File: src/rtl/sha256_pkg.sv
// Shared SHA-256 control constants and the block sequencer state encoding.
// The over-15 threshold is shared with message_scheduler so both agree on the W source switch.
package sha256_pkg;

  localparam int NUM_ROUNDS       = 64;
  localparam int MSG_WORDS        = 16;
  localparam int OVER15_THRESHOLD = MSG_WORDS;
  localparam int ROUND_IDX_W      = $clog2(NUM_ROUNDS);
  localparam int MSG_ADDR_W       = $clog2(MSG_WORDS);

  typedef enum logic [2:0] {
    ST_IDLE,
    ST_LOAD,
    ST_ROUND,
    ST_UPDATE,
    ST_DONE
  } seq_state_e;

endpackage

File: src/rtl/sha256_block_sequencer_if.sv
// Block handshake, scheduler/compression control and digest handoff between buffer, sequencer and core.
// The master side is the padder/consumer environment; the slave side is the sequencer.
interface sha256_block_sequencer_if
  import sha256_pkg::*;
#(
  parameter int CNT_W = 16
) ();

  logic                   blk_valid;
  logic                   blk_first;
  logic                   blk_last;
  logic                   blk_ready;
  logic                   abort;
  logic [MSG_ADDR_W-1:0]  msg_addr;
  logic                   over_15;
  logic [ROUND_IDX_W-1:0] round_idx;
  logic                   round_en;
  logic                   load_work;
  logic                   use_iv;
  logic                   hash_upd;
  logic                   digest_valid;
  logic                   digest_ready;
  logic [CNT_W-1:0]       blk_cnt;

  modport master (
    output blk_valid, blk_first, blk_last, abort, digest_ready,
    input  blk_ready, msg_addr, over_15, round_idx, round_en, load_work,
           use_iv, hash_upd, digest_valid, blk_cnt
  );

  modport slave (
    input  blk_valid, blk_first, blk_last, abort, digest_ready,
    output blk_ready, msg_addr, over_15, round_idx, round_en, load_work,
           use_iv, hash_upd, digest_valid, blk_cnt
  );

endinterface

File: src/rtl/sha256_round_counter.sv
// Round index counter: wraps to zero after the last round, with terminal-count and over-15 decode.
// over_15_o is decoded from the registered index so the scheduler select never glitches.
module sha256_round_counter
  import sha256_pkg::*;
#(
  parameter int NUM_ROUNDS = sha256_pkg::NUM_ROUNDS,
  parameter int THRESHOLD  = OVER15_THRESHOLD,
  localparam int IDX_W     = $clog2(NUM_ROUNDS)
) (
  input  logic             clk,
  input  logic             rst,
  input  logic             clear_i,
  input  logic             en_i,
  output logic [IDX_W-1:0] idx_o,
  output logic             tc_o,
  output logic             over_15_o
);

  logic [IDX_W-1:0] idx_q;
  logic [IDX_W-1:0] idx_d;

  assign tc_o      = (idx_q == IDX_W'(NUM_ROUNDS - 1));
  assign over_15_o = (idx_q >= IDX_W'(THRESHOLD));
  assign idx_o     = idx_q;

  always_comb begin
    idx_d = idx_q;
    if (clear_i) begin
      idx_d = '0;
    end else if (en_i) begin
      idx_d = tc_o ? '0 : idx_q + IDX_W'(1);
    end
  end

  always_ff @(posedge clk) begin
    if (rst) begin
      idx_q <= '0;
    end else begin
      idx_q <= idx_d;
    end
  end

endmodule

File: src/rtl/sha256_block_sequencer.sv
// Sequences one 512-bit block through load, 64 rounds and hash update, then holds the digest
// for the consumer after the last block of a message.
module sha256_block_sequencer
  import sha256_pkg::*;
#(
  parameter int CNT_W = 16
) (
  input logic                     clk,
  input logic                     rst,
  sha256_block_sequencer_if.slave bus
);

  seq_state_e             state_q, state_d;
  logic                   first_q, first_d;
  logic                   last_q, last_d;
  logic [CNT_W-1:0]       cnt_q, cnt_d;

  logic [ROUND_IDX_W-1:0] idx;
  logic                   tc;
  logic                   over15;
  logic                   blk_ready;
  logic                   load_work;
  logic                   use_iv;
  logic                   round_en;
  logic                   hash_upd;
  logic                   digest_valid;
  logic                   abort_busy;

  assign abort_busy = bus.abort && (state_q != ST_IDLE);

  sha256_round_counter #(
    .NUM_ROUNDS(NUM_ROUNDS),
    .THRESHOLD (OVER15_THRESHOLD)
  ) u_round_counter (
    .clk      (clk),
    .rst      (rst),
    .clear_i  (abort_busy),
    .en_i     (round_en),
    .idx_o    (idx),
    .tc_o     (tc),
    .over_15_o(over15)
  );

  always_comb begin
    state_d      = state_q;
    first_d      = first_q;
    last_d       = last_q;
    cnt_d        = cnt_q;
    blk_ready    = 1'b0;
    load_work    = 1'b0;
    use_iv       = 1'b0;
    round_en     = 1'b0;
    hash_upd     = 1'b0;
    digest_valid = 1'b0;

    case (state_q)
      ST_IDLE: begin
        blk_ready = 1'b1;
        // An abort arriving with the block suppresses the accept.
        if (bus.blk_valid && !bus.abort) begin
          first_d = bus.blk_first;
          last_d  = bus.blk_last;
          if (bus.blk_first) begin
            cnt_d = '0;
          end
          state_d = ST_LOAD;
        end
      end
      ST_LOAD: begin
        load_work = 1'b1;
        use_iv    = first_q;
        state_d   = ST_ROUND;
      end
      ST_ROUND: begin
        round_en = 1'b1;
        if (tc) begin
          state_d = ST_UPDATE;
        end
      end
      ST_UPDATE: begin
        hash_upd = 1'b1;
        cnt_d    = (cnt_q == '1) ? cnt_q : cnt_q + CNT_W'(1);
        state_d  = last_q ? ST_DONE : ST_IDLE;
      end
      ST_DONE: begin
        digest_valid = 1'b1;
        if (bus.digest_ready) begin
          state_d = ST_IDLE;
        end
      end
      default: begin
        state_d = ST_IDLE;
      end
    endcase

    // Abort discards the whole message, including a pending hash update.
    if (abort_busy) begin
      state_d  = ST_IDLE;
      cnt_d    = '0;
      hash_upd = 1'b0;
    end
  end

  always_ff @(posedge clk) begin
    if (rst) begin
      state_q <= ST_IDLE;
      first_q <= 1'b0;
      last_q  <= 1'b0;
      cnt_q   <= '0;
    end else begin
      state_q <= state_d;
      first_q <= first_d;
      last_q  <= last_d;
      cnt_q   <= cnt_d;
    end
  end

  assign bus.blk_ready    = blk_ready;
  assign bus.load_work    = load_work;
  assign bus.use_iv       = use_iv;
  assign bus.round_en     = round_en;
  assign bus.hash_upd     = hash_upd;
  assign bus.digest_valid = digest_valid;
  assign bus.blk_cnt      = cnt_q;
  assign bus.round_idx    = idx;
  assign bus.over_15      = over15;
  assign bus.msg_addr     = over15 ? MSG_ADDR_W'(MSG_WORDS - 1) : idx[MSG_ADDR_W-1:0];

endmodule

File: src/flat_wrapper.sv
// flat-port wrapper written by rule: the top's interface ports become plain ports
module sha256_block_sequencer_flat import sha256_pkg::*;
#(
  parameter int CNT_W = 16
)
  (clk, rst, bus_blk_valid, bus_blk_first, bus_blk_last, bus_abort, bus_digest_ready, bus_blk_ready, bus_msg_addr, bus_over_15, bus_round_idx, bus_round_en, bus_load_work, bus_use_iv, bus_hash_upd, bus_digest_valid, bus_blk_cnt);
  sha256_block_sequencer_if #(.CNT_W(CNT_W)) bus_i ();
  input logic clk;
  input logic rst;
  input wire logic [$bits(bus_i.blk_valid)-1:0] bus_blk_valid;
  input wire logic [$bits(bus_i.blk_first)-1:0] bus_blk_first;
  input wire logic [$bits(bus_i.blk_last)-1:0] bus_blk_last;
  input wire logic [$bits(bus_i.abort)-1:0] bus_abort;
  input wire logic [$bits(bus_i.digest_ready)-1:0] bus_digest_ready;
  output wire logic [$bits(bus_i.blk_ready)-1:0] bus_blk_ready;
  output wire logic [$bits(bus_i.msg_addr)-1:0] bus_msg_addr;
  output wire logic [$bits(bus_i.over_15)-1:0] bus_over_15;
  output wire logic [$bits(bus_i.round_idx)-1:0] bus_round_idx;
  output wire logic [$bits(bus_i.round_en)-1:0] bus_round_en;
  output wire logic [$bits(bus_i.load_work)-1:0] bus_load_work;
  output wire logic [$bits(bus_i.use_iv)-1:0] bus_use_iv;
  output wire logic [$bits(bus_i.hash_upd)-1:0] bus_hash_upd;
  output wire logic [$bits(bus_i.digest_valid)-1:0] bus_digest_valid;
  output wire logic [$bits(bus_i.blk_cnt)-1:0] bus_blk_cnt;
  assign bus_i.blk_valid = bus_blk_valid;
  assign bus_i.blk_first = bus_blk_first;
  assign bus_i.blk_last = bus_blk_last;
  assign bus_i.abort = bus_abort;
  assign bus_i.digest_ready = bus_digest_ready;
  assign bus_blk_ready = bus_i.blk_ready;
  assign bus_msg_addr = bus_i.msg_addr;
  assign bus_over_15 = bus_i.over_15;
  assign bus_round_idx = bus_i.round_idx;
  assign bus_round_en = bus_i.round_en;
  assign bus_load_work = bus_i.load_work;
  assign bus_use_iv = bus_i.use_iv;
  assign bus_hash_upd = bus_i.hash_upd;
  assign bus_digest_valid = bus_i.digest_valid;
  assign bus_blk_cnt = bus_i.blk_cnt;
  sha256_block_sequencer #(.CNT_W(CNT_W)) u_core (.clk(clk), .rst(rst), .bus(bus_i));
endmodule
File: config.mk
export PLATFORM = sky130hd
export DESIGN_NAME = sha256_block_sequencer_flat
export DESIGN_NICKNAME = d
export VERILOG_FILES = /design/src/rtl/sha256_pkg.sv /design/src/rtl/sha256_block_sequencer_if.sv /design/src/rtl/sha256_round_counter.sv /design/src/rtl/sha256_block_sequencer.sv /design/src/flat_wrapper.sv
export SDC_FILE = /design/constraint.sdc
export NUM_CORES = 1
export LEC_CHECK = 0
export CORE_ASPECT_RATIO = 0.7
export CORE_UTILIZATION = 40
export DETAILED_ROUTE_END_ITERATION = 12
export PLACE_DENSITY = 0.68
export SLEW_MARGIN = 15
export SYNTH_ARGS = -nofsm -noshare
export SYNTH_HDL_FRONTEND = slang
export SYNTH_SLANG_ARGS = --single-unit
File: constraint.sdc
create_clock -name clk -period 2.4 [get_ports clk]
set_clock_uncertainty 0.15 [all_clocks]
set_input_delay 0.72 -clock clk [delete_from_list [all_inputs] [get_ports clk]]
set_output_delay 0.72 -clock clk [all_outputs]
set_load 0.02 [all_outputs]
==> After elaboration in Yosys (flattened, before gate mapping) <==
Index checks and enable logic that the tools add are counted.
{ "word_totals": {"register_bits": 27, "wordCells": 47, "mem_bits_rw": 0, "n_memories": 0, "romBits": 0, "output_inout_bits": 33, "latch_bits": 0, "in_bits": 7} }
{ "classes": {"eq_ne": 11, "shift": 0, "n_addsub": 2, "magnitude_cmp": 1, "reduce_logical": 10, "n_bitwise": 0, "div": 0, "mux": 18, "multipliers": 0} }
{ "ops": {"columns": ["cell", "n"], "rows": [
  ["16-bit 2-to-1 mux", 3],
  ["16-bit case mux with 2 select lines", 1],
  ["16-bit by 1-bit adder with 16-bit output (second input constant)", 1],
  ["16-bit == test (second input constant)", 1],
  ["3-bit case mux with 5 select lines", 1],
  ["3-bit 2-to-1 mux", 4],
  ["2-bit inequality test (second input constant)", 4],
  ["1-bit 2-to-1 mux", 7],
  ["6-bit by 1-bit adder with 6-bit output (second input constant)", 1],
  ["3-bit by 2-bit == test with 1-bit output (second input constant)", 2],
  ["6-bit == test (second input constant)", 1],
  ["6-bit by 5-bit greater-or-equal comparator with 1-bit output (second input constant)", 1],
  ["6-bit 2-to-1 mux", 1],
  ["4-bit 2-to-1 mux", 1],
  ["4-bit AND reduction", 1],
  ["3-bit by 1-bit == test with 1-bit output (second input constant)", 1],
  ["3-bit == test (second input constant)", 1],
  ["3-bit logical NOT", 1],
  ["3-bit AND reduction", 1],
  ["3-bit nonzero test", 1],
  ["1-bit logical AND", 2],
  ["2-bit by 1-bit inequality test with 1-bit output (second input constant)", 1],
  ["2-bit AND reduction", 1],
  ["2-bit nonzero test", 1],
  ["2 further kinds", 2]
]} }

==> Depth between registers and ports, before layout <==
Gate-level depths: netlist of run 1.
{ "logic_depth": {"ltp_word": 4, "mapped_depth": 7, "ltp_nobuf": 5} }

==> By module <==
A second synthesis of run 1 with hierarchy kept.
{ "hier_totals": {"hier_cells": 192, "hier_area_um2": 1495.2} }
{ "modules_own_cells": {"columns": ["mod", "seq_area_each_um2", "cells_per_inst", "area_each_um2", "instances"], "rows": [
  ["sha256_block_sequencer", 420.4, 157, 1201.2, 1],
  ["sha256_round_counter", 120.1, 35, 294.0, 1]
]} }

==> Worst setup path after synthesis of run 1 <==
No wires, ideal clock.
{ "synth_timing": {"path_type": "register to output", "from": "register u_core.state_q[2]", "to": "output bus_use_iv", "required_ps": 1530, "path_buffers": 1, "stages_incl_launch_ff": 4, "slack_ps": 196, "t_arrival_ps": 1334, "cell_sequence": "dfxtp_1 > buf_4 > nor3b_1 > and2_1"} }
{ "synth_between": {"elab_chain_len": 2} }
{ "synth_lines": {"columns": ["item", "line", "rtl"], "rows": [
  ["start: declaration", "sha256_block_sequencer.sv:13", "seq_state_e state_q, state_d;"],
  ["start signal: assignment", "sha256_block_sequencer.sv:111", "state_q <= state_d;"],
  ["3-bit by 1-bit == test with 1-bit output", "sha256_block_sequencer.sv:56", "case (state_q)"],
  ["1-bit 2-to-1 mux", "sha256_block_sequencer.sv:56", null],
  ["end: declaration", "flat_wrapper.sv:21", "output wire logic [$bits(bus_i.use_iv)-1:0] bus_use_iv;"]
]} }
Every way passes these cells.

==> Worst setup path in the final report of run 1 <==
{ "layout_timing": {"from": "register u_core.state_q[2]", "to": "output bus_blk_ready"} }
{ "layout_between": {"elab_chain_len": 2} }
{ "layout_lines": {"columns": ["item", "line", "rtl"], "rows": [
  ["3-bit logical NOT", "sha256_block_sequencer.sv:56", null],
  ["1-bit 2-to-1 mux", "sha256_block_sequencer.sv:56", null],
  ["end: declaration", "flat_wrapper.sv:15", "output wire logic [$bits(bus_i.blk_ready)-1:0] bus_blk_ready;"]
]} }
Every way passes these cells.

==> flow_summary.html, run 1 <==
<table>
<tr><th>Metric</th><th>Value</th></tr>
<tr><th colspan="2">Worst setup path</th></tr>
<tr><td>Flop-to-flop setup slack</td><td>about 170 ps</td></tr>
<tr><td>Element type at the critical path end</td><td>primary output</td></tr>
<tr><td>Data arrival time at the worst-slack endpoint</td><td>1450 ps</td></tr>
<tr><td>Worst Setup EP</td><td>bus_blk_ready</td></tr>
<tr><td>Launching instance or port of the critical path</td><td>u_core.state_q[2]$_SDFFE_PP0P_</td></tr>
<tr><td>Worst reg2reg startpoint</td><td>u_core.bus.blk_cnt[4]$_SDFFE_PP0P_</td></tr>
<tr><td>Crit Path Category</td><td>register to primary output</td></tr>
<tr><td>Top Family by Delay on Critical Path</td><td>buffers and inverters</td></tr>
<tr><td>Stages on worst setup path</td><td>3</td></tr>
<tr><td>Startpoint type of the worst setup path</td><td>register</td></tr>
<tr><td>Largest fanout on the critical path</td><td>3</td></tr>
<tr><td>Cell-by-cell listing of the critical path</td><td>or3_1, inv_1, dlygate4sd2_1</td></tr>
<tr><td>CP Data Required Time</td><td>between 1500 and 2000 ps</td></tr>
<tr><td>Combined buffer and inverter count along the critical path</td><td>2</td></tr>
<tr><td>Delay of the slowest cell on the worst path</td><td>410 ps</td></tr>
<tr><td>Destination of the worst register-to-register timing path</td><td>u_core.bus.blk_cnt[0]$_SDFFE_PP0P_</td></tr>
<tr><td>CP max stage cell</td><td>or3_1</td></tr>
<tr><td>R2r worst-path depth</td><td>4</td></tr>
<tr><th colspan="2">Pwr</th></tr>
<tr><td>Share of total power in combinational logic</td><td>0.121</td></tr>
<tr><td>Worst IR drop on VDD</td><td>0.265 mV</td></tr>
<tr><td>Overall power of the completed layout</td><td>around 830 µW</td></tr>
<tr><td>Cell leakage power</td><td>approximately 0.8 nW</td></tr>
<tr><td>Switching Fraction</td><td>0.252</td></tr>
<tr><td>Switching Power</td><td>209 µW</td></tr>
<tr><td>Reg power frac</td><td>0.558</td></tr>
<tr><td>Total internal power</td><td>620 µW</td></tr>
<tr><td>Clk pwr share</td><td>0.320</td></tr>
<tr><td>Power Density</td><td>~410 mW/mm²</td></tr>
<tr><th colspan="2">Floorplanning</th></tr>
<tr><td>Row cnt</td><td>18</td></tr>
<tr><td>Y dimension of the die</td><td>approximately 53 µm</td></tr>
<tr><td>Die width</td><td>roughly 75 µm</td></tr>
<tr><td>Die Footprint</td><td>0.00395 mm²</td></tr>
<tr><td>Core region area</td><td>0.00354 mm²</td></tr>
<tr><td>Effective utilization at floorplan</td><td>0.419</td></tr>
<tr><td>Top-level I/O count</td><td>40</td></tr>
<tr><th colspan="2">Detailed routing</th></tr>
<tr><td>Mean routed wirelength per cell</td><td>around 14 µm</td></tr>
<tr><td>First-pass iteration count of the detailed router</td><td>4</td></tr>
<tr><td>Drt drc</td><td>0</td></tr>
<tr><td>Per-cell via count in the routed design</td><td>5.57</td></tr>
<tr><td>Iter 0 DRT Violations</td><td>~140</td></tr>
<tr><td>Via count of the routed design</td><td>1526</td></tr>
<tr><td>Overall routed net length</td><td>3820 µm</td></tr>
<tr><td>Residual antenna-violating net count after detailed routing</td><td>0</td></tr>
<tr><th colspan="2">Timing</th></tr>
<tr><td>Final worst-path cycle share</td><td>0.968</td></tr>
<tr><td>Crit path setup slack, layout</td><td>77.3 ps</td></tr>
<tr><td>Setup violation total in the final timing report</td><td>0</td></tr>
<tr><td>Rel. slew slack</td><td>0.616</td></tr>
<tr><td>Highest achievable clock rate</td><td>431 MHz</td></tr>
<tr><td>Total negative slack</td><td>0 ps</td></tr>
<tr><td>Worst hold slack</td><td>362 ps</td></tr>
<tr><td>Number of max-slew violations in the final report</td><td>0</td></tr>
<tr><td>Count of endpoints failing hold in the final timing report</td><td>0</td></tr>
<tr><td>Final critical delay including setup and external delays</td><td>~2300 ps</td></tr>
<tr><td>Tightest Pin Transition</td><td>570 ps</td></tr>
<tr><td>Unrepaired setup endpoints after global routing</td><td>false</td></tr>
<tr><th colspan="2">Logic synthesis</th></tr>
<tr><td>Cell area after technology mapping</td><td>between 0.001 and 0.0015 mm²</td></tr>
<tr><td>Simple-gate share of the synthesized area</td><td>0.304</td></tr>
<tr><td>Count of yosys warnings during synthesis</td><td>0</td></tr>
<tr><td>Net Count, Synth</td><td>185</td></tr>
<tr><td>Sequential-to-total area share from yosys stat</td><td>0.365</td></tr>
<tr><td>Compound-cell area share of the yosys netlist</td><td>0.199</td></tr>
<tr><td>Flip-flop and latch count after synthesis</td><td>27</td></tr>
<tr><td>Most instantiated flip-flop cell in the synthesis netlist</td><td>dfxtp_1</td></tr>
<tr><td>Cell variety after synth</td><td>50</td></tr>
<tr><td>Largest family of logic cells by synthesized area</td><td>simple AND/OR/NAND/NOR gates</td></tr>
<tr><td>Adder-cell area share of the yosys netlist</td><td>0.0169</td></tr>
<tr><td>Multiplexer area fraction after synthesis</td><td>0.0211</td></tr>
<tr><td>Synthesized area per cell</td><td>8.41 µm²</td></tr>
<tr><td>Async S/R FF share, synth</td><td>0</td></tr>
<tr><td>Cell count after synthesis</td><td>about 180</td></tr>
<tr><td>Post-synthesis share of cell area spent on xor and xnor gates</td><td>0.0296</td></tr>
<tr><td>Count of flip-flops with a built-in enable after synthesis</td><td>0</td></tr>
<tr><th colspan="2">GRT</th></tr>
<tr><td>Number of antenna violations at the first check in global routing</td><td>0</td></tr>
<tr><td>Maximum number of pins on one net before global-route repair</td><td>21</td></tr>
<tr><td>Global-route wire length before repair</td><td>6290 µm</td></tr>
<tr><td>Number of global-route vias before repair</td><td>1355</td></tr>
<tr><td>Global router's overall resource usage</td><td>0.210</td></tr>
<tr><td>Aggregate global routing overflow</td><td>0</td></tr>
<tr><th colspan="2">Placement</th></tr>
<tr><td>Cell count after placement</td><td>270</td></tr>
<tr><td>Number of I/O port buffers</td><td>39</td></tr>
<tr><td>Estimated wirelength of the detail-placed design</td><td>2840 µm</td></tr>
<tr><td>GP Congestion</td><td>0.738</td></tr>
<tr><td>Worst slack at placement</td><td>-317 ps</td></tr>
<tr><td>Cell area reported after detailed placement</td><td>0.00198 mm²</td></tr>
<tr><th colspan="2">Worst hold path</th></tr>
<tr><td>Path class of the lowest-slack min-delay path</td><td>register to register</td></tr>
<tr><th colspan="2">Finish</th></tr>
<tr><td>Fill cells</td><td>348</td></tr>
<tr><td>Fraction of final layout cells with drive strength greater than 1</td><td>0.143</td></tr>
<tr><td>Synth-to-Final Area Change</td><td>36.5%</td></tr>
<tr><td>Final standard cell count with taps included and fillers excluded</td><td>274</td></tr>
<tr><td>Final core utilization</td><td>0.571</td></tr>
<tr><td>Net count, final</td><td>234</td></tr>
<tr><td>Final instance area</td><td>0.00202 mm²</td></tr>
<tr><td>N_diodes</td><td>0</td></tr>
<tr><th colspan="2">Clocking</th></tr>
<tr><td>Number of buffers inserted by post-CTS setup repair</td><td>0</td></tr>
<tr><td>Worst-path clk slew</td><td>90 ps</td></tr>
<tr><td>Cell at the root of the clock tree</td><td>clkbuf_8</td></tr>
<tr><td>TritonCTS clock tree</td><td>done</td></tr>
<tr><td>Number of sinks on the clock net</td><td>27</td></tr>
<tr><td>Clock insertion delay at the later pin of the skew report</td><td>280 ps</td></tr>
<tr><td>Maximum clock insertion buffer count</td><td>2</td></tr>
<tr><td>Number of buffers inserted during clock tree synthesis</td><td>3</td></tr>
<tr><td>H-tree lvl count</td><td>1</td></tr>
<tr><th colspan="2">Run status</th></tr>
<tr><td>Status</td><td>finished, final reports clean</td></tr>
<tr><th colspan="2">Job</th></tr>
<tr><td>Max-cap violation count</td><td>0</td></tr>
</table>
cells by family (layout without fill, tap and decap cells):
logic type | count (synthesis) | count (layout)
XOR/XNOR | 5 | 5
buffers and inverters | 18 | 66
flip-flops | 27 | 27
AO/OA/AOI/OAI | 42 | 42
adder cells (fa/ha/maj) | 2 | 2
multiplexers | 3 | 3
AND/OR/NAND/NOR | 79 | 79
worst min-delay path by stage:
stage	startpoint	endpoint	slack (ps)	cells past startpoint
after floorplan	u_core.first_q$_SDFFE_PP0P_	u_core.first_q$_SDFFE_PP0P_	300	2
after global placement	u_core.first_q$_SDFFE_PP0P_	u_core.first_q$_SDFFE_PP0P_	320	2
after detailed placement	u_core.bus.blk_cnt[9]$_SDFFE_PP0P_	u_core.bus.blk_cnt[9]$_SDFFE_PP0P_	350	1
after CTS	u_core.bus.blk_cnt[9]$_SDFFE_PP0P_	u_core.bus.blk_cnt[9]$_SDFFE_PP0P_	370	1
after global routing	u_core.bus.blk_cnt[11]$_SDFFE_PP0P_	u_core.bus.blk_cnt[11]$_SDFFE_PP0P_	390	1
final	u_core.first_q$_SDFFE_PP0P_	u_core.first_q$_SDFFE_PP0P_	360	2
sequential cells by signal, indices dropped and copies added (netlist names):
name	flops
u_core.bus.blk_cnt	16
u_core.u_round_counter.idx_o	6
u_core.state_q	3
u_core.first_q	1
u_core.last_q	1
cells in the final DEF, fill, tap and decap left out, drive strengths merged, types with 3 or more instances in the layout:
master         Yosys  final
or4                3      3
nand2             15     15
nor2              15     15
nor3b              4      4
and3               4      4
dlygate4sd2        0      9
a31oi             14     14
or3                8      8
o21ai              4      4
nand3              7      7
a21oi              5      5
nor3               5      5
dfxtp             27     27
nand4              6      6
clkdlybuf4s50      0     28
inv                9      9
buf                5     15
xor2               4      4
clkbuf             4      3
worst reg2reg max path: cells and delay by family, from the launching register on:
kind,cells,cell delay [ps]
AO/OA/AOI/OAI,1,230
AND/OR/NAND/NOR,3,1300
flip-flops,1,450
repair_timing:
item                                    in CTS  in global routing
hold buffers                                 0                  0
endpoints found under the setup margin      11                  4
resized for setup                           14                  3
cloned                                       0                  0
cell type report:
cell class	count	area [µm²]	share of cell area
clock buffer	3	41.3	0.0204
sequential	27	542	0.268
inverter	9	33.8	0.0167
timing repair buffer	53	482	0.238
clock inverter	1	5.00	0.00248
multi-input combinational	131	855	0.423
tap	50	62.6	0.0310
cells in the mapped netlist (4+ instances only):
library cell  instances  area [µm²]
nor3_1                5        25.0
o21ai_0               4        20.0
or3_1                 8        50.1
nand2_1              15        56.3
nand3_1               7        35.0
a31oi_1              14        87.6
nand4_1               5        31.3
inv_1                 9        33.8
dfxtp_1              27         541
clkbuf_1              4        15.0
xor2_1                4        35.0
nor2_1               15        56.3
a21oi_1               5        25.0
power by group through the flow:
stage	clock [mW]	combinational (mW)	sequential, mW
2_1_floorplan	0	0.0559	0.474
3_3_place_gp	0	0.0996	0.472
3_5_place_dp	0	0.103	0.473
4_1_cts	0.270	0.101	0.463
5_1_grt	0.288	0.109	0.464
6_report	0.266	0.100	0.463
metal layers:
layer,vias up,track usage,share of wire
li1,748,-,-
met1,728,0.293,0.50
met2,48,0.329,0.45
met3,2,0.0476,0.048
met4,0,0.0440,0.0050
met5,-,0,0
No activity file was read; power rests on OpenSTA's default activity.
==> run 2: changes to the inputs <==
--- a/config.mk
+++ b/config.mk
@@ -5,7 +5,7 @@
 export SDC_FILE = /design/constraint.sdc
 export NUM_CORES = 1
 export LEC_CHECK = 0
-export CORE_ASPECT_RATIO = 0.7
+export CORE_ASPECT_RATIO = 0.5
 export CORE_UTILIZATION = 40
 export DETAILED_ROUTE_END_ITERATION = 12
 export PLACE_DENSITY = 0.68
==> flow_summary.html, run 2 (synthesized netlist as in run 1, its figures left out) <==
<table>
<tr><th>Metric</th><th>Value</th></tr>
<tr><th colspan="2">Floorplanning</th></tr>
<tr><td>Top-level I/O count</td><td>40 (unchanged)</td></tr>
<tr><td>Core region area</td><td>0.00349 mm² (-1.3%)</td></tr>
<tr><td>Die width</td><td>88.0 µm (+18%)</td></tr>
<tr><td>Die Footprint</td><td>0.00396 mm² (+0.28%)</td></tr>
<tr><td>Y dimension of the die</td><td>45.0 µm (-15%)</td></tr>
<tr><td>Effective utilization at floorplan</td><td>0.424 (+0.00540)</td></tr>
<tr><td>Row cnt</td><td>15 (-3)</td></tr>
<tr><th colspan="2">Finish</th></tr>
<tr><td>Most common cell after layout, fill and taps aside</td><td>clkdlybuf4s50_1</td></tr>
<tr><td>Synth-to-Final Area Change</td><td>37.6%</td></tr>
<tr><td>N_diodes</td><td>0 (unchanged)</td></tr>
<tr><td>Net count, final</td><td>235 (+0.43%)</td></tr>
<tr><td>Highest-count cells in the layout ignoring fill and taps</td><td>28 x clkdlybuf4s50_1, 26 x dfxtp_1, 15 x nor2_1, 15 x nand2_1, 15 x buf_4</td></tr>
<tr><td>Final instance area</td><td>0.00204 mm² (+0.80%)</td></tr>
<tr><td>Number of flip-flops under the largest register name</td><td>16 (unchanged)</td></tr>
<tr><td>Fill cells</td><td>345 (-0.86%)</td></tr>
<tr><td>Fraction of final layout cells with drive strength greater than 1</td><td>0.142 (-0.000635)</td></tr>
<tr><th colspan="2">Placement</th></tr>
<tr><td>Cell area reported after detailed placement</td><td>0.00199 mm² (+0.44%)</td></tr>
<tr><td>Worst slack at placement</td><td>-563 ps (-246 ps)</td></tr>
<tr><td>Number of I/O port buffers</td><td>39 (unchanged)</td></tr>
<tr><td>GP Congestion</td><td>0.772 (+4.5%)</td></tr>
<tr><td>Estimated wirelength of the detail-placed design</td><td>2480 µm (-13%)</td></tr>
<tr><th colspan="2">Timing</th></tr>
<tr><td>Worst hold slack</td><td>360 ps (-2.05 ps)</td></tr>
<tr><td>Tightest Pin Transition</td><td>596 ps (+26.0 ps)</td></tr>
<tr><td>Number of max-slew violations in the final report</td><td>0 (unchanged)</td></tr>
<tr><td>Final worst-path cycle share</td><td>0.974 (+0.00585)</td></tr>
<tr><td>Rel. slew slack</td><td>0.599 (-0.0175)</td></tr>
<tr><td>Final critical delay including setup and external delays</td><td>2340 ps (+14.0 ps)</td></tr>
<tr><td>Count of endpoints failing hold in the final timing report</td><td>0 (unchanged)</td></tr>
<tr><td>Unrepaired setup endpoints after global routing</td><td>false</td></tr>
<tr><td>Highest achievable clock rate</td><td>428 MHz (-0.60%)</td></tr>
<tr><td>Crit path setup slack, layout</td><td>63.2 ps (-14.0 ps)</td></tr>
<tr><td>Setup violation total in the final timing report</td><td>0 (unchanged)</td></tr>
<tr><th colspan="2">GRT</th></tr>
<tr><td>Number of global-route vias before repair</td><td>1187 (-12%)</td></tr>
<tr><td>Global-route wire length before repair</td><td>5550 µm (-12%)</td></tr>
<tr><td>Global router's overall resource usage</td><td>0.183 (-0.0267)</td></tr>
<tr><td>Aggregate global routing overflow</td><td>0 (unchanged)</td></tr>
<tr><td>Maximum number of pins on one net before global-route repair</td><td>21 (unchanged)</td></tr>
<tr><td>Number of antenna violations at the first check in global routing</td><td>0 (unchanged)</td></tr>
<tr><th colspan="2">Clocking</th></tr>
<tr><td>Number of buffers inserted by post-CTS setup repair</td><td>0 (unchanged)</td></tr>
<tr><td>Maximum clock insertion buffer count</td><td>2 (unchanged)</td></tr>
<tr><td>Number of sinks on the clock net</td><td>27 (unchanged)</td></tr>
<tr><td>Number of buffers inserted during clock tree synthesis</td><td>3 (unchanged)</td></tr>
<tr><td>Worst-path clk slew</td><td>100 ps (about the same)</td></tr>
<tr><td>TritonCTS clock tree</td><td>done</td></tr>
<tr><td>H-tree lvl count</td><td>1 (unchanged)</td></tr>
<tr><td>Cell at the root of the clock tree</td><td>clkbuf_8</td></tr>
<tr><td>Clock insertion delay at the later pin of the skew report</td><td>280 ps (about the same)</td></tr>
<tr><th colspan="2">Worst setup path</th></tr>
<tr><td>Largest fanout on the critical path</td><td>6 (+3)</td></tr>
<tr><td>Data arrival time at the worst-slack endpoint</td><td>2390 ps (+940 ps)</td></tr>
<tr><td>Startpoint type of the worst setup path</td><td>input pin</td></tr>
<tr><td>Crit Path Category</td><td>input pin to register</td></tr>
<tr><td>Element type at the critical path end</td><td>register</td></tr>
<tr><td>CP Data Required Time</td><td>2450 ps (+920 ps)</td></tr>
<tr><th colspan="2">Detailed routing</th></tr>
<tr><td>Iter 0 DRT Violations</td><td>24 (-83%)</td></tr>
<tr><td>First-pass iteration count of the detailed router</td><td>4 (unchanged)</td></tr>
<tr><td>Per-cell via count in the routed design</td><td>5.39 (-3.2%)</td></tr>
<tr><td>Drt drc</td><td>0 (unchanged)</td></tr>
<tr><td>Residual antenna-violating net count after detailed routing</td><td>0 (unchanged)</td></tr>
<tr><td>Overall routed net length</td><td>3490 µm (-8.8%)</td></tr>
<tr><td>Mean routed wirelength per cell</td><td>12.6 µm (-9.5%)</td></tr>
<tr><td>Via count of the routed design</td><td>1488 (-2.5%)</td></tr>
<tr><th colspan="2">Pwr</th></tr>
<tr><td>Power Density</td><td>407 mW/mm² (-0.83%)</td></tr>
<tr><td>Cell leakage power</td><td>0.817 nW (+0.21%)</td></tr>
<tr><td>Worst IR drop on VDD</td><td>0.165 mV (-37%)</td></tr>
<tr><th colspan="2">Job</th></tr>
<tr><td>Max-cap violation count</td><td>0 (unchanged)</td></tr>
<tr><th colspan="2">Worst hold path</th></tr>
<tr><td>Path class of the lowest-slack min-delay path</td><td>register to register</td></tr>
<tr><th colspan="2">Run status</th></tr>
<tr><td>Status</td><td>finished, final reports clean</td></tr>
</table>
[run 2: per-layer routing]
layer / GRT usage / part of all wire / vias to the layer above
li1: - / - / 759
met1: 0.265 / 0.51 / 692
met2: 0.288 / 0.43 / 32
met3: 0.0384 / 0.052 / 5
met4: 0.0290 / 0.0054 / 0
met5: 0 / 0 / -
[run 2: final cells by class]
type,instances,area [µm²],area share
flip-flops and latches,27,542,0.266
multi-input cells,131,862,0.423
clock inverters,1,5.00,0.00246
well taps,51,63.8,0.0313
repair buffers,54,489,0.240
clock buffers,3,41.3,0.0203
inverters,9,33.8,0.0166
[run 2: path summary, 6_finish.rpt]
check	start	endpoint	slack (ps)	depth (start not counted)
worst max register to register	u_core.bus.blk_cnt[1]$_SDFFE_PP0P_	u_core.bus.blk_cnt[14]$_SDFFE_PP0P_	240	5
worst min-delay path	u_core.first_q$_SDFFE_PP0P_	u_core.first_q$_SDFFE_PP0P_	360	2
worst max-delay path	bus_abort	u_core.bus.blk_cnt[10]$_SDFFE_PP0P_	60	6
worst min register to register	u_core.first_q$_SDFFE_PP0P_	u_core.first_q$_SDFFE_PP0P_	360	2
[run 2: critical path, stage by stage]
cell             delay (ps)
clkdlybuf4s50_1         460
buf_4                   160
or3_1                   420
buf_4                   190
or3_1                   340
o211ai_1                 90
[run 2: what timing repair did]
action	CTS	global route
endpoints found under the setup margin	22	13
resized for setup	15	2
hold buffers	0	0
[run 2: power by group]
group	switching, mW	total (mW)	internal (mW)	leakage [nW]
logic	0.0511	0.101	0.0503	0.573
registers	0.00835	0.463	0.455	0.218
clock network	0.148	0.264	0.117	0.0255
total	0.207	0.829	0.622	0.817
[run 2: per-stage QoR]
| step | setup TNS, ps | power [mW] | instances | util |
|---|---|---|---|---|
| after floorplan | 0 | 0.530 | 176 | - |
| final | 0 | 0.829 | 276 | 0.584 |
| after global routing | 0 | 0.863 | 276 | 0.584 |
| after global placement | -6650 | 0.575 | 272 | 0.569 |
| after CTS | 0 | 0.836 | 276 | 0.580 |
| after detailed placement | -6600 | 0.576 | 272 | 0.569 |
==> run 3: changes to the inputs <==
--- a/config.mk
+++ b/config.mk
@@ -6,9 +6,9 @@
 export NUM_CORES = 1
 export LEC_CHECK = 0
 export CORE_ASPECT_RATIO = 0.5
-export CORE_UTILIZATION = 40
+export CORE_UTILIZATION = 45
 export DETAILED_ROUTE_END_ITERATION = 12
-export PLACE_DENSITY = 0.68
+export PLACE_DENSITY = 0.75
 export SLEW_MARGIN = 15
 export SYNTH_ARGS = -nofsm -noshare
 export SYNTH_HDL_FRONTEND = slang
==> flow_summary.html, run 3 (synthesized netlist as in run 1, its figures left out) <==
<table>
<tr><th>Metric</th><th>Value</th></tr>
<tr><th colspan="2">Job</th></tr>
<tr><td>Max-cap violation count</td><td>0 (unchanged)</td></tr>
<tr><th colspan="2">Floorplanning</th></tr>
<tr><td>Y dimension of the die</td><td>42.6 µm (-5.5%)</td></tr>
<tr><td>Die Footprint</td><td>0.00354 mm² (-11%)</td></tr>
<tr><td>Row cnt</td><td>14 (-1)</td></tr>
<tr><td>Die width</td><td>83.1 µm (-5.6%)</td></tr>
<tr><td>Top-level I/O count</td><td>40 (unchanged)</td></tr>
<tr><td>Effective utilization at floorplan</td><td>0.483 (+0.0588)</td></tr>
<tr><td>Core region area</td><td>0.00307 mm² (-12%)</td></tr>
<tr><th colspan="2">Clocking</th></tr>
<tr><td>Clock insertion delay at the later pin of the skew report</td><td>270 ps (about the same)</td></tr>
<tr><td>Number of sinks on the clock net</td><td>27 (unchanged)</td></tr>
<tr><td>TritonCTS clock tree</td><td>done</td></tr>
<tr><td>H-tree lvl count</td><td>1 (unchanged)</td></tr>
<tr><td>Maximum clock insertion buffer count</td><td>2 (unchanged)</td></tr>
<tr><td>Hold-fix buffer count after cts</td><td>0 (unchanged)</td></tr>
<tr><td>Cell at the root of the clock tree</td><td>clkbuf_8</td></tr>
<tr><td>Worst-path clk slew</td><td>90 ps (about the same)</td></tr>
<tr><td>Number of buffers inserted during clock tree synthesis</td><td>3 (unchanged)</td></tr>
<tr><th colspan="2">Pwr</th></tr>
<tr><td>Power Density</td><td>408 mW/mm² (+0.22%)</td></tr>
<tr><td>Total internal power</td><td>625 µW (+0.49%)</td></tr>
<tr><td>Overall power of the completed layout</td><td>827 µW (-0.28%)</td></tr>
<tr><td>Reg power frac</td><td>0.561 (+0.002)</td></tr>
<tr><td>Clk pwr share</td><td>0.315 (-0.004)</td></tr>
<tr><td>Share of total power in combinational logic</td><td>0.125 (+0.003)</td></tr>
<tr><td>Switching Fraction</td><td>0.244 (-0.00574)</td></tr>
<tr><td>Cell leakage power</td><td>0.817 nW (about the same)</td></tr>
<tr><td>Worst IR drop on VDD</td><td>0.259 mV (+57%)</td></tr>
<tr><td>Switching Power</td><td>202 µW (-2.6%)</td></tr>
<tr><th colspan="2">Detailed routing</th></tr>
<tr><td>Per-cell via count in the routed design</td><td>5.74 (+6.4%)</td></tr>
<tr><td>Residual antenna-violating net count after detailed routing</td><td>0 (unchanged)</td></tr>
<tr><td>Iter 0 DRT Violations</td><td>35 (+46%)</td></tr>
<tr><td>Highest Signal Layer</td><td>met3</td></tr>
<tr><td>Overall routed net length</td><td>3590 µm (+2.8%)</td></tr>
<tr><td>Met2 layer wire length in the routed design</td><td>1650 µm (+9.4%)</td></tr>
<tr><td>Drt drc</td><td>0 (unchanged)</td></tr>
<tr><td>Routed wl met3</td><td>149 µm (-17%)</td></tr>
<tr><td>Met1 WL</td><td>1790 µm (+0.45%)</td></tr>
<tr><td>First-pass iteration count of the detailed router</td><td>4 (unchanged)</td></tr>
<tr><td>Mean routed wirelength per cell</td><td>13.5 µm (+7.1%)</td></tr>
<tr><td>Via count of the routed design</td><td>1520 (+2.2%)</td></tr>
<tr><th colspan="2">Timing</th></tr>
<tr><td>Number of max-slew violations in the final report</td><td>0 (unchanged)</td></tr>
<tr><td>Rel. slew slack</td><td>0.635 (+0.0361)</td></tr>
<tr><td>Setup violation total in the final timing report</td><td>0 (unchanged)</td></tr>
<tr><td>Final critical delay including setup and external delays</td><td>2340 ps (-0.113 ps)</td></tr>
<tr><td>Final worst-path cycle share</td><td>0.974 (about the same)</td></tr>
<tr><td>Tightest Pin Transition</td><td>543 ps (-53.7 ps)</td></tr>
<tr><td>Count of endpoints failing hold in the final timing report</td><td>0 (unchanged)</td></tr>
<tr><td>Total negative slack</td><td>0 ps (unchanged)</td></tr>
<tr><td>Unrepaired setup endpoints after global routing</td><td>false</td></tr>
<tr><td>Highest achievable clock rate</td><td>428 MHz (about the same)</td></tr>
<tr><th colspan="2">Worst hold path</th></tr>
<tr><td>Worst hold path depth</td><td>2 (unchanged)</td></tr>
<tr><td>Path class of the lowest-slack min-delay path</td><td>register to register</td></tr>
<tr><td>Hold Startpoint</td><td>u_core.last_q$_SDFFE_PP0P_</td></tr>
<tr><td>Endpoint of the worst hold-timing path</td><td>u_core.last_q$_SDFFE_PP0P_</td></tr>
<tr><th colspan="2">GRT</th></tr>
<tr><td>Global router's overall resource usage</td><td>0.212 (+0.0292)</td></tr>
<tr><td>Global-route wire length before repair</td><td>6060 µm (+9.1%)</td></tr>
<tr><td>Maximum number of pins on one net before global-route repair</td><td>21 (unchanged)</td></tr>
<tr><td>Number of global-route vias before repair</td><td>1312 (+11%)</td></tr>
<tr><td>Number of antenna violations at the first check in global routing</td><td>0 (unchanged)</td></tr>
<tr><td>Aggregate global routing overflow</td><td>0 (unchanged)</td></tr>
<tr><th colspan="2">Worst setup path</th></tr>
<tr><td>Data arrival time at the worst-slack endpoint</td><td>2380 ps (about the same)</td></tr>
<tr><td>Element type at the critical path end</td><td>register</td></tr>
<tr><td>Crit Path Category</td><td>input pin to register</td></tr>
<tr><td>R2r worst-path depth</td><td>5 (unchanged)</td></tr>
<tr><td>Destination of the worst register-to-register timing path</td><td>u_core.bus.blk_cnt[14]$_SDFFE_PP0P_</td></tr>
<tr><td>Worst reg2reg startpoint</td><td>u_core.bus.blk_cnt[1]$_SDFFE_PP0P_</td></tr>
<tr><td>Largest fanout on the critical path</td><td>6 (unchanged)</td></tr>
<tr><td>CP Data Required Time</td><td>2450 ps (about the same)</td></tr>
<tr><td>Startpoint type of the worst setup path</td><td>input pin</td></tr>
<tr><td>Flop-to-flop setup slack</td><td>200 ps (-40 ps)</td></tr>
<tr><th colspan="2">Finish</th></tr>
<tr><td>Fraction of final layout cells with drive strength greater than 1</td><td>0.142 (unchanged)</td></tr>
<tr><td>N_diodes</td><td>0 (unchanged)</td></tr>
<tr><td>Net count, final</td><td>235 (unchanged)</td></tr>
<tr><td>Final core utilization</td><td>0.661 (+0.0777)</td></tr>
<tr><td>Most common cell after layout, fill and taps aside</td><td>clkdlybuf4s50_1</td></tr>
<tr><td>Number of flip-flops under the largest register name</td><td>16 (unchanged)</td></tr>
<tr><td>Synth-to-Final Area Change</td><td>36.9%</td></tr>
<tr><td>Highest-count cells in the layout ignoring fill and taps</td><td>28 x clkdlybuf4s50_1, 26 x dfxtp_1, 15 x nor2_1, 15 x nand2_1, 15 x buf_4</td></tr>
<tr><th colspan="2">Run status</th></tr>
<tr><td>Status</td><td>finished, final reports clean</td></tr>
<tr><th colspan="2">Placement</th></tr>
<tr><td>Estimated wirelength of the detail-placed design</td><td>2610 µm (+5.6%)</td></tr>
<tr><td>Number of I/O port buffers</td><td>39 (unchanged)</td></tr>
<tr><td>GP Congestion</td><td>0.780 (+1.1%)</td></tr>
</table>
[run 3: layout make-up]
| cell class | instances | area, µm² |
|---|---|---|
| clock buffers | 4 | 45.0 |
| fillers | 261 | 1040 |
| inverters | 9 | 33.8 |
| multi-input cells | 131 | 867 |
| flip-flops and latches | 27 | 542 |
| well taps | 40 | 50.0 |
| repair buffers | 54 | 489 |
[run 3: timing repair]
action,in CTS,in global routing
setup endpoints to repair,23,13
setup buffers,0,0
gates resized for setup,16,2
gates cloned,0,0
[run 3: critical path, cell delays in order]
cell and delay [ps]:
clkdlybuf4s50_1 460, buf_4 160, or3_1 430, buf_4 190
or3_1 340, o211ai_1 90
[run 3: power groups by stage]
stage	Sequential [mW]	Clock, mW	Combinational, mW
finish	0.464	0.260	0.103
global route	0.465	0.285	0.112
CTS	0.463	0.264	0.101
detailed placement	0.473	0	0.103
global placement	0.473	0	0.101
floorplan	0.474	0	0.0559
[run 3: worst max path at each step]
| stage | from | to | cells past startpoint |
|---|---|---|---|
| after CTS | bus_blk_valid | u_core.bus.blk_cnt[8]$_SDFFE_PP0P_ | 5 |
| after floorplan | u_core.state_q[2]$_SDFFE_PP0P_ | bus_use_iv | 3 |
| after global routing | u_core.state_q[2]$_SDFFE_PP0P_ | bus_blk_ready | 3 |
| after global placement | bus_blk_valid | u_core.bus.blk_cnt[8]$_SDFFE_PP0P_ | 5 |
| final | bus_abort | u_core.bus.blk_cnt[10]$_SDFFE_PP0P_ | 6 |
| after detailed placement | bus_blk_valid | u_core.bus.blk_cnt[8]$_SDFFE_PP0P_ | 5 |
[run 3: through the flow]
stage	hold WS, ps	cells	worst slack (ps)	cell area [µm²]
after floorplan	296	176	196	1480
after global placement	328	261	-529	1970
after detailed placement	343	261	-623	1970
after CTS	363	265	4.43	2010
after global routing	380	265	8.96	2030
final	365	265	63.3	2030
[run 3: routing by layer]
layer  vias to the layer above  GRT usage
li1                        761          -
met1                       725      0.288
met2                        34      0.361
met3                         0     0.0472
met4                         0     0.0207
met5                         -          0
